<file path="src/rtl/ring_pkg.sv">
// Shared definitions for the ring-counter monitor: FSM encoding, default width
// and the right-rotate helper used to predict the next ring word.
package ring_pkg;

  localparam int DEF_N = 4;
  localparam int MAX_N = 64;
  localparam int MAX_W = $clog2(MAX_N);

  typedef enum logic [1:0] {
    IDLE   = 2'd0,
    TRACK  = 2'd1,
    LOCKED = 2'd2
  } state_t;

  // Rotates the low n bits of p right by one; bits at and above n come back zero
  // as long as the caller zero-extends its word.
  function automatic logic [MAX_N-1:0] rot_right(input logic [MAX_N-1:0] p, input int n);
    logic [MAX_N-1:0] r;
    r = p >> 1;
    r[MAX_W'(n - 1)] = p[0];
    return r;
  endfunction

endpackage

</file>
<file path="src/rtl/ring_counter_monitor_if.sv">
// Sample/status bundle between a ring-counter source and its monitor.
interface ring_counter_monitor_if #(
  parameter int N     = 4,
  parameter int CNT_W = 8
);
  localparam int IW = (N > 1) ? $clog2(N) : 1;

  logic [N-1:0]     q_in;
  logic             in_valid;
  logic             clr_err;
  logic [IW-1:0]    idx;
  logic             onehot_ok;
  logic             locked;
  logic             step_err;
  logic             rev_pulse;
  logic [CNT_W-1:0] err_cnt;

  modport master (
    output q_in, in_valid, clr_err,
    input  idx, onehot_ok, locked, step_err, rev_pulse, err_cnt
  );

  modport slave (
    input  q_in, in_valid, clr_err,
    output idx, onehot_ok, locked, step_err, rev_pulse, err_cnt
  );
endinterface

</file>
<file path="src/rtl/ring_counter_monitor_onehot_to_bin.sv">
// Combinational one-hot decoder: set-bit position plus an exactly-one-bit flag.
// A word that is not one-hot decodes to index 0.
module onehot_to_bin #(
  parameter int N  = 4,
  parameter int IW = (N > 1) ? $clog2(N) : 1
) (
  input  logic [N-1:0]  oh,
  output logic [IW-1:0] idx,
  output logic          is_onehot
);
  localparam int CW = $clog2(N + 1);

  logic [CW-1:0] pop;
  logic [IW-1:0] enc;

  // OR-encoding is exact only when one bit is set; the flag gates it.
  always_comb begin
    pop = '0;
    enc = '0;
    for (int i = 0; i < N; i++) begin
      if (oh[i]) begin
        pop = pop + CW'(1);
        enc = enc | IW'(i);
      end
    end
  end

  assign is_onehot = (pop == CW'(1));
  assign idx       = is_onehot ? enc : '0;

endmodule

</file>
<file path="src/rtl/ring_counter_monitor.sv">
// Health monitor for a right-rotating one-hot ring counter: decodes each valid
// sample, tracks rotation lock, and reports breaks and full revolutions.
module ring_counter_monitor
  import ring_pkg::*;
#(
  parameter int N        = DEF_N,
  parameter int LOCK_CNT = 3,
  parameter int CNT_W    = 8
) (
  input  logic                  clk,
  input  logic                  rst,
  ring_counter_monitor_if.slave bus
);
  localparam int IW = (N > 1) ? $clog2(N) : 1;
  localparam int MW = $clog2(LOCK_CNT + 1);

  state_t           state, state_n;
  logic [MW-1:0]    match_cnt, match_cnt_n;
  logic [N-1:0]     prev, rot;
  logic [IW-1:0]    idx_c;
  logic             oh_c, match, step_n, rev_n;

  onehot_to_bin #(.N(N), .IW(IW)) u_dec (
    .oh        (bus.q_in),
    .idx       (idx_c),
    .is_onehot (oh_c)
  );

  // prev resets to zero, so rot is zero and cannot match until a real sample lands.
  assign rot   = N'(rot_right(MAX_N'(prev), N));
  assign match = oh_c && (bus.q_in == rot);

  always_comb begin
    state_n     = state;
    match_cnt_n = match_cnt;
    step_n      = 1'b0;
    rev_n       = 1'b0;
    if (bus.in_valid) begin
      case (state)
        IDLE: begin
          if (oh_c) begin
            state_n     = TRACK;
            match_cnt_n = '0;
          end
        end
        TRACK: begin
          if (!oh_c) begin
            state_n     = IDLE;
            match_cnt_n = '0;
          end else if (match) begin
            if (match_cnt == MW'(LOCK_CNT - 1)) begin
              state_n     = LOCKED;
              match_cnt_n = '0;
            end else begin
              match_cnt_n = match_cnt + MW'(1);
            end
          end else begin
            match_cnt_n = '0;
          end
        end
        LOCKED: begin
          if (match) begin
            rev_n = bus.q_in[N-1];
          end else begin
            step_n      = 1'b1;
            match_cnt_n = '0;
            state_n     = oh_c ? TRACK : IDLE;
          end
        end
        default: begin
          state_n     = IDLE;
          match_cnt_n = '0;
        end
      endcase
    end
  end

  always_ff @(posedge clk or posedge rst) begin
    if (rst) begin
      state         <= IDLE;
      match_cnt     <= '0;
      prev          <= '0;
      bus.idx       <= '0;
      bus.onehot_ok <= 1'b0;
      bus.locked    <= 1'b0;
      bus.step_err  <= 1'b0;
      bus.rev_pulse <= 1'b0;
    end else begin
      state         <= state_n;
      match_cnt     <= match_cnt_n;
      bus.locked    <= (state_n == LOCKED);
      bus.step_err  <= step_n;
      bus.rev_pulse <= rev_n;
      if (bus.in_valid) begin
        prev          <= bus.q_in;
        bus.idx       <= idx_c;
        bus.onehot_ok <= oh_c;
      end
    end
  end

  // Clear wins over a same-cycle increment.
  always_ff @(posedge clk or posedge rst) begin
    if (rst)
      bus.err_cnt <= '0;
    else if (bus.clr_err)
      bus.err_cnt <= '0;
    else if (step_n && (bus.err_cnt != {CNT_W{1'b1}}))
      bus.err_cnt <= bus.err_cnt + CNT_W'(1);
  end

endmodule

</file>
<file path="src/flat_wrapper.sv">
// flat-port wrapper written by rule: the top's interface ports become plain ports
module ring_counter_monitor_flat import ring_pkg::*;
#(
  parameter int N        = DEF_N,
  parameter int LOCK_CNT = 3,
  parameter int CNT_W    = 8
)
  (clk, rst, bus_q_in, bus_in_valid, bus_clr_err, bus_idx, bus_onehot_ok, bus_locked, bus_step_err, bus_rev_pulse, bus_err_cnt);
  ring_counter_monitor_if #(.N(N), .CNT_W(CNT_W)) bus_i ();
  input  logic clk;
  input  logic rst;
  input wire logic [$bits(bus_i.q_in)-1:0] bus_q_in;
  input wire logic [$bits(bus_i.in_valid)-1:0] bus_in_valid;
  input wire logic [$bits(bus_i.clr_err)-1:0] bus_clr_err;
  output wire logic [$bits(bus_i.idx)-1:0] bus_idx;
  output wire logic [$bits(bus_i.onehot_ok)-1:0] bus_onehot_ok;
  output wire logic [$bits(bus_i.locked)-1:0] bus_locked;
  output wire logic [$bits(bus_i.step_err)-1:0] bus_step_err;
  output wire logic [$bits(bus_i.rev_pulse)-1:0] bus_rev_pulse;
  output wire logic [$bits(bus_i.err_cnt)-1:0] bus_err_cnt;
  assign bus_i.q_in = bus_q_in;
  assign bus_i.in_valid = bus_in_valid;
  assign bus_i.clr_err = bus_clr_err;
  assign bus_idx = bus_i.idx;
  assign bus_onehot_ok = bus_i.onehot_ok;
  assign bus_locked = bus_i.locked;
  assign bus_step_err = bus_i.step_err;
  assign bus_rev_pulse = bus_i.rev_pulse;
  assign bus_err_cnt = bus_i.err_cnt;
  ring_counter_monitor #(.N(N), .LOCK_CNT(LOCK_CNT), .CNT_W(CNT_W)) u_core (.clk(clk), .rst(rst), .bus(bus_i));
endmodule
</file>
<file path="config.mk">
export PLATFORM = sky130hd
export DESIGN_NAME = ring_counter_monitor_flat
export DESIGN_NICKNAME = d
export VERILOG_FILES = /design/src/rtl/ring_pkg.sv /design/src/rtl/ring_counter_monitor_if.sv /design/src/rtl/ring_counter_monitor_onehot_to_bin.sv /design/src/rtl/ring_counter_monitor.sv /design/src/flat_wrapper.sv
export SDC_FILE = /design/constraint.sdc
export NUM_CORES = 1
export LEC_CHECK = 0
export BUFFER_PORTS_ARGS = -buffer_cell sky130_fd_sc_hd__buf_2
export CAP_MARGIN = 20
export CORE_ASPECT_RATIO = 1.4
export CORE_MARGIN = 1.5
export CORE_UTILIZATION = 40
export DETAILED_ROUTE_END_ITERATION = 6
export GPL_TIMING_DRIVEN = 1
export SETUP_SLACK_MARGIN = 0.5
export SLEW_MARGIN = 20
export SYNTH_ARGS = -nofsm -noshare
export SYNTH_HDL_FRONTEND = slang
export SYNTH_HIERARCHICAL = 1
export SYNTH_SLANG_ARGS = --single-unit
</file>
<file path="constraint.sdc">
create_clock -name clk -period 1.74 [get_ports clk]
set_input_delay 0.522 -clock clk [delete_from_list [all_inputs] [get_ports clk]]
set_output_delay 0.522 -clock clk [all_outputs]
set_load 0.02 [all_outputs]
</file>
==> results by group, run 1 <==
Min path
  – Hold WC Path Type: input pin to async pin

Logic synthesis
  – Post-synth top cells: 22 x dfrtp_1, 11 x mux2_2, 11 x nor2_1
  – Synth Cell Area: 0.001361 mm2
  – Synth warn: 6
  – Yosys top cell area share: 0.4044
  – Top-count cell post-synth: dfrtp_1
  – Yosys top cell by area: dfrtp_1
  – Register area share after synthesis: 0.4044
  – Syn_nets: 141
  – XOR/XNOR Fraction of Synth Area: 0.03217
  – Synth Flop Type: dfrtp_1
  – Syn_area_per_cell: 10.55 um2
  – Distinct cell type count of the synthesized netlist: 40
  – Synth Area in Compound Gates: 0.1314
  – Number of synthesized flops with an enable pin: 0
  – Mux contribution to synthesized area: 0.1627
  – Synthesis-stage register bit count: 22
  – Post-synthesis simple-gate area fraction: 0.2013
  – Adder-cell share of the synthesized area: 0.03676
  – Syn Inst Count: 129
  – Dominant cells by area after synthesis: dfrtp_1 40%, mux2_2 9.1%, ha_1 3.7%
  – Largest family of logic cells by synthesized area: simple AND/OR/NAND/NOR gates
  – Post-synthesis async set-or-reset flop share: 1.000

CTS
  – CTS Buf Count: 3
  – H-tree levels: 1
  – Clock buffer depth: 2
  – Clk slew on worst S/H paths: 80 ps
  – Number of hold buffers added after cts: 0
  – Total clock sinks: 22
  – TritonCTS clock tree: done
  – Worst skew pair latency: 260 ps
  – Root buffer cell: clkbuf_8

Worst setup path
  – Worst Path Required: 1890 ps
  – Reg-to-reg critical path endpoint: u_core/bus.err_cnt[3]$_DFFE_PP0P_
  – Critical path class: input pin to flop
  – Worst R2R Start: u_core/bus.err_cnt[0]$_DFFE_PP0P_
  – Crit path launch type: input pin
  – Slowest cell on the critical path: mux4_2
  – CP most frequent cell: ha_4
  – Buf/Inv on CP: 2
  – Arrival time worst endpoint: 2790 ps
  – R2R depth: 6
  – Top delay family on crit path: multiplexers
  – Worst-path fanout max: 7
  – Internal reg-to-reg setup slack: -110 ps
  – CP cell instances: buf_8 > ha_4 > or2_1 > and2_4 > ha_4 > or2b_1 > mux4_2 > a21oi_4 > buf_6 > a211oi_4 > mux2_4
  – CP peak stage delay: 510 ps
  – Worst setup EP type: flop

Placed design
  – Post-Place Cell Area: 0.001763 mm2
  – Detailed Place HPWL: 2.285 mm
  – Port Buf Inserts: 21
  – Final GP Congestion: 0.8048
  – Worst slack, placed: -1404 ps

Power
  – Cell Int Power: 961.3 uW
  – Pwr dens: 601.5 mW/mm2
  – Peak VDD IR: 672.6 uV
  – Leak: 0.001000 uW
  – Power, Total: 1334 uW
  – Sw frac: 0.2796
  – Seq pwr share: 0.419
  – Clock power share: 0.273
  – Net Sw Power: 373.0 uW
  – Comb pwr share: 0.308

Timing
  – Worst rel slew slack: 0.6514
  – Final Hold Vio Count: 0
  – Tcrit/Tclk final: 1.519
  – Setup violators final: 18
  – Worst Clk Skew: 4.626 ps
  – Max Fclk: 0.3784 GHz
  – RSZ-0062 raised after global routing: true
  – Worst Max-Slew Pin Slew: 522.4 ps
  – Final Critical Period: 2643 ps
  – Count of pins over their slew limit: 0
  – Setup ws final: -903.0 ps

Layout
  – # diodes: 0
  – Share of cells above drive strength 1: 0.5736
  – Nets: 210
  – Final instance area: 0.002218 mm2
  – Post-route core utilization: 0.6969
  – Area growth, synth to finish: 62.96%

Detailed routing
  – DRT iter0 DRCs: 24
  – Avg Vias per Cell: 5.352
  – Post-Route WL: 3.581 mm
  – Pre-antenna DRT Iters: 4
  – Detailed-route via count: 1263
  – ANT nets after route: 0
  – # DRC: 0
  – DR WL/cell: 15.17 um

Global route
  – GR Util All Layers: 0.2020
  – GRT overflow: 0
  – Pin count of the biggest net entering global routing: 23
  – First-pass GRT wire length: 5.885 mm
  – Vias in the first global route: 1347
  – Initial antenna violation count: 0

Floorplan
  – CORE AREA: 0.003183 mm2
  – DIE AREA: 0.003767 mm2
  – Die Y: 72.03 um
  – Row cnt: 24
  – I/O pin cnt: 22
  – Initial Util: 0.4277
  – Die Width: 52.31 um

Status
  – Failing checks: negative setup slack
  – Status: finished with violations

Run
  – Max cap viols: 0
[placed cells by master (no fill, tap or decap), drive strengths merged]
cell type / instances
nand3: 3
nor2: 11
o21a: 1
nand4: 4
a21oi: 3
o22ai: 1
o32ai: 1
nand2b: 2
a211oi: 5
o2111ai: 2
and2b: 1
nand3b: 2
or3b: 1
or2b: 1
mux4: 1
clkbuf: 4
o31ai: 1
buf: 68
a2111oi: 1
and3b: 1
ha: 4
or2: 3
inv: 5
and2: 1
mux2: 14
mux2i: 3
o21ai: 1
nor4: 1
nor2b: 7
dfrtp: 22
a31oi: 6
nand2: 9
and4: 1
o211ai: 1
xor2: 5
[worst max path at each step]
stage | from | endpoint | cells past startpoint
finish | bus_q_in[1] | u_core/bus.err_cnt[2]$_DFFE_PP0P_ | 11
global route | bus_q_in[1] | u_core/state[0]$_DFF_PP0_ | 13
CTS | bus_q_in[1] | u_core/bus.err_cnt[2]$_DFFE_PP0P_ | 11
detailed placement | bus_q_in[1] | u_core/state[0]$_DFF_PP0_ | 12
global placement | bus_q_in[0] | u_core/match_cnt[1]$_DFFE_PP0P_ | 11
floorplan | bus_q_in[0] | u_core/bus.err_cnt[2]$_DFFE_PP0P_ | 10
[power groups by stage]
stage / clock network (uW) / logic (uW) / registers (uW)
detailed placement: 0 / 265 / 565
CTS: 375 / 357 / 558
floorplan: 0 / 162 / 574
global route: 394 / 441 / 563
global placement: 0 / 256 / 563
finish: 364 / 411 / 559
[layout make-up]
| cell class | instances | area, um2 |
|---|---|---|
| fillers | 235 | 964.7 |
| multi-input cells | 98 | 942.2 |
| repair buffers | 68 | 603.1 |
| flip-flops and latches | 22 | 550.5 |
| clock buffers | 4 | 55.05 |
| well taps | 39 | 48.80 |
| inverters | 5 | 18.77 |
[stage by stage]
step	setup TNS, ps	instances	hold WS (ps)
3_5_place_dp	-23270	216	510.8
6_report	-14970	236	279.6
3_3_place_gp	-22230	216	489.4
5_1_grt	-16470	236	309.6
2_1_floorplan	-17370	129	491.6
4_1_cts	-15610	230	291.3
[worst reg2reg max path: stages (launching register included)]
cell and delay (ps):
dfrtp_1 400, ha_1 220, nand3_1 130, o2111ai_1 260, buf_4 250, a211oi_4 170, mux2_4 310
[logic make-up after synthesis]
| family | after synthesis |
|---|---|
| AOI/OAI and AO/OA | 23 |
| xor gates and xnor gates | 5 |
| adders and majority gates | 4 |
| buffers and inverters | 9 |
| DFF | 22 |
| muxes | 18 |
| and+or+nand+nor | 48 |
[state kept, by name, summed over array words and instances (netlist names)]
name,cells
u_core/bus.step_err,1
u_core/prev,4
u_core/bus.idx,2
u_core/state,2
u_core/bus.locked,1
u_core/match_cnt,2
u_core/bus.onehot_ok,1
u_core/bus.err_cnt,8
u_core/bus.rev_pulse,1
[per-layer routing]
layer	vias to the layer above	part of all wire	track usage	wire length [um]
li1	600	-	-	-
met1	631	0.39	0.2150	1394
met2	30	0.58	0.4014	2063
met3	2	0.030	0.02881	109
met4	0	0.0039	0.04274	14
met5	-	0	0	0
[repair_timing]
item                                    4_1_cts  5_1_grt
pin swaps                                     6        5
setup buffers                                10        6
endpoints found under the setup margin       32       32
cloned                                        0        0
resized for setup                            55       11
No activity file was read; power rests on OpenSTA's default activity.
==> inputs of run 2 (changes only) <==
--- a/config.mk
+++ b/config.mk
@@ -12,7 +12,6 @@
 export CORE_UTILIZATION = 40
 export DETAILED_ROUTE_END_ITERATION = 6
 export GPL_TIMING_DRIVEN = 1
-export SETUP_SLACK_MARGIN = 0.5
 export SLEW_MARGIN = 20
 export SYNTH_ARGS = -nofsm -noshare
 export SYNTH_HDL_FRONTEND = slang
==> constraint.sdc (replaced) <==
create_clock -name clk -period 3.01 [get_ports clk]
set_input_delay 0.903 -clock clk [delete_from_list [all_inputs] [get_ports clk]]
set_output_delay 0.903 -clock clk [all_outputs]
set_load 0.02 [all_outputs]
==> run 2 against run 1 <==
Compared with the run above: hold slack better by 230 ps; critical path depth unchanged; combinational power fell by 51%; sequential share of layout area up 4.7 points; first-iteration DRC count is 29% lower; global-route usage decreased by 2.1 points; cell area shrank 16%; non-clock buffer count decreased by 27; largest cell class unchanged; flip-flop and latch count unchanged; the flow still finishes with violations (negative setup slack); count of clock-buffer cells in the layout is 1 lower; wire length fell by 10%; largest power group unchanged; power down 47%.
==> results by group, run 2 (synthesis results as in run 1) <==
Status
  – Status: finished with violations
  – Failing checks: negative setup slack

Floorplan
  – Die Width: 52.31 um
  – DIE AREA: 0.003767 mm2
  – CORE AREA: 0.003183 mm2
  – Die Y: 72.03 um
  – Row cnt: 24
  – I/O pin cnt: 22
  – Initial Util: 0.4277

Detailed routing
  – DRT iter0 DRCs: 17
  – Avg Vias per Cell: 5.457
  – Pre-antenna DRT Iters: 4
  – Detailed-route via count: 1135
  – # DRC: 0
  – Post-Route WL: 3.208 mm
  – DR WL/cell: 15.42 um
  – ANT nets after route: 0

CTS
  – H-tree levels: 1
  – TritonCTS clock tree: done
  – Number of hold buffers added after cts: 0
  – Root buffer cell: clkbuf_8
  – Total clock sinks: 22
  – Clk slew on worst S/H paths: 80 ps
  – Clock buffer depth: 2
  – CTS Buf Count: 3
  – Worst skew pair latency: 260 ps

Worst setup path
  – CP peak stage delay: 510 ps
  – Crit path launch type: input pin
  – Worst Path Required: 3160 ps
  – Crit path depth: 11
  – Internal reg-to-reg setup slack: 930 ps
  – CP cell instances: buf_8 > ha_4 > or2_1 > and2_4 > ha_4 > or2b_1 > mux4_2 > a21oi_4 > buf_12 > a211oi_4 > mux2_4
  – Worst-path fanout max: 7
  – CP most frequent cell: ha_4
  – Buf/Inv on CP: 2
  – Critical path class: input pin to flop
  – R2R depth: 5
  – Worst setup EP type: flop
  – Arrival time worst endpoint: 3220 ps
  – Top delay family on crit path: multiplexers
  – Slowest cell on the critical path: mux4_2

Timing
  – Setup violators final: 11
  – Setup ws final: -62.04 ps
  – Worst Max-Slew Pin Slew: 900.0 ps
  – RSZ-0062 raised after global routing: true
  – Tcrit/Tclk final: 1.021
  – Count of pins over their slew limit: 0
  – Final Hold Vio Count: 0
  – Final Critical Period: 3072 ps
  – Worst Clk Skew: 2.771 ps
  – Max Fclk: 0.3255 GHz
  – Worst rel slew slack: 0.3955

Layout
  – # diodes: 0
  – Commonest non-fill, non-tap cell in the layout: dfrtp_1
  – Largest register FFs: 8
  – Most frequent cells in the layout: 22 x dfrtp_1, 19 x buf_2, 16 x buf_4, 11 x nor2_1, 11 x mux2_2
  – Filler cells: 286
  – Share of cells above drive strength 1: 0.4734
  – Nets: 183
  – Register area: 550.5 um2
  – Area growth, synth to finish: 37.22%
  – Largest reg by FF count: u_core/bus.err_cnt
  – Area of the multi-input gates: 900.9 um2
  – Top flop regs: u_core/bus.err_cnt: 8 flops, u_core/prev: 4 flops

Min path
  – Hold Path Stages: 1
  – Hold WC Path Type: flop to flop

Placed design
  – Port Buf Inserts: 21
  – Worst slack, placed: -483.3 ps
  – Detailed Place HPWL: 2.239 mm
  – Final GP Congestion: 0.7886

Global route
  – GRT overflow: 0
  – GR Util All Layers: 0.1813
  – Vias in the first global route: 1137
  – Pin count of the biggest net entering global routing: 23
  – Initial antenna violation count: 0
  – First-pass GRT wire length: 5.202 mm

Power
  – Pwr dens: 375.8 mW/mm2
  – Leak: 0.0008385 uW
  – Peak VDD IR: 259.2 uV
  – Power, Total: 702.0 uW

Run
  – Max cap viols: 0
## run 2: cell types whose count changed in the layout (fill, tap and decap cells not counted), sizes merged
cell | before | now
clkbuf | 4 | 3
buf | 68 | 41
## run 2: per-layer routing
layer / vias up / GRT usage / wire length [um]
li1: 548 / - / -
met1: 571 / 0.1976 / 1241
met2: 14 / 0.3486 / 1862
met3: 2 / 0.02058 / 78
met4: 0 / 0.05983 / 26
met5: - / 0 / 0
## run 2: cell type report
class	count	area share
inverters	5	0.01005
multi-input cells	98	0.4823
flip-flops and latches	22	0.2947
repair buffers	41	0.1648
clock buffers	3	0.02210
well taps	39	0.02612
## run 2: per-stage QoR
step | cell area [um2] | hold slack [ps] | setup TNS, ps | instances | utilization
final | 1868 | 510.9 | -545.9 | 208 | 0.5869
after CTS | 1794 | 516.5 | -771.0 | 206 | 0.5637
after floorplan | 1406 | 491.6 | -1899 | 129 | -
after global routing | 1868 | 532.8 | -1343 | 208 | 0.5869
after detailed placement | 1655 | 495.6 | -6243 | 200 | 0.5200
after global placement | 1655 | 482.6 | -5247 | 200 | 0.5200
## run 2: power breakdown
group          internal, uW  total [uW]  switching [uW]
registers               310         320            10.4
clock network          89.2         182            92.9
logic                   100         200            99.8
## run 2: path summary, 6_finish.rpt
kind	start	end
worst min register to register	u_core/bus.onehot_ok$_DFFE_PP0P_	u_core/bus.onehot_ok$_DFFE_PP0P_
max in group asynchronous	rst	u_core/bus.err_cnt[3]$_DFFE_PP0P_
worst max register to register	u_core/prev[1]$_DFFE_PP0P_	u_core/state[0]$_DFF_PP0_
min in group asynchronous	rst	u_core/prev[0]$_DFFE_PP0P_
worst min-delay path	u_core/bus.onehot_ok$_DFFE_PP0P_	u_core/bus.onehot_ok$_DFFE_PP0P_
worst max-delay path	bus_q_in[0]	u_core/bus.err_cnt[2]$_DFFE_PP0P_
## run 2: what timing repair did
action,4_1_cts,5_1_grt
gates resized for setup,12,11
setup buffers,3,2
pin swaps,9,3
endpoints found under the setup margin,14,15
gates cloned,0,0
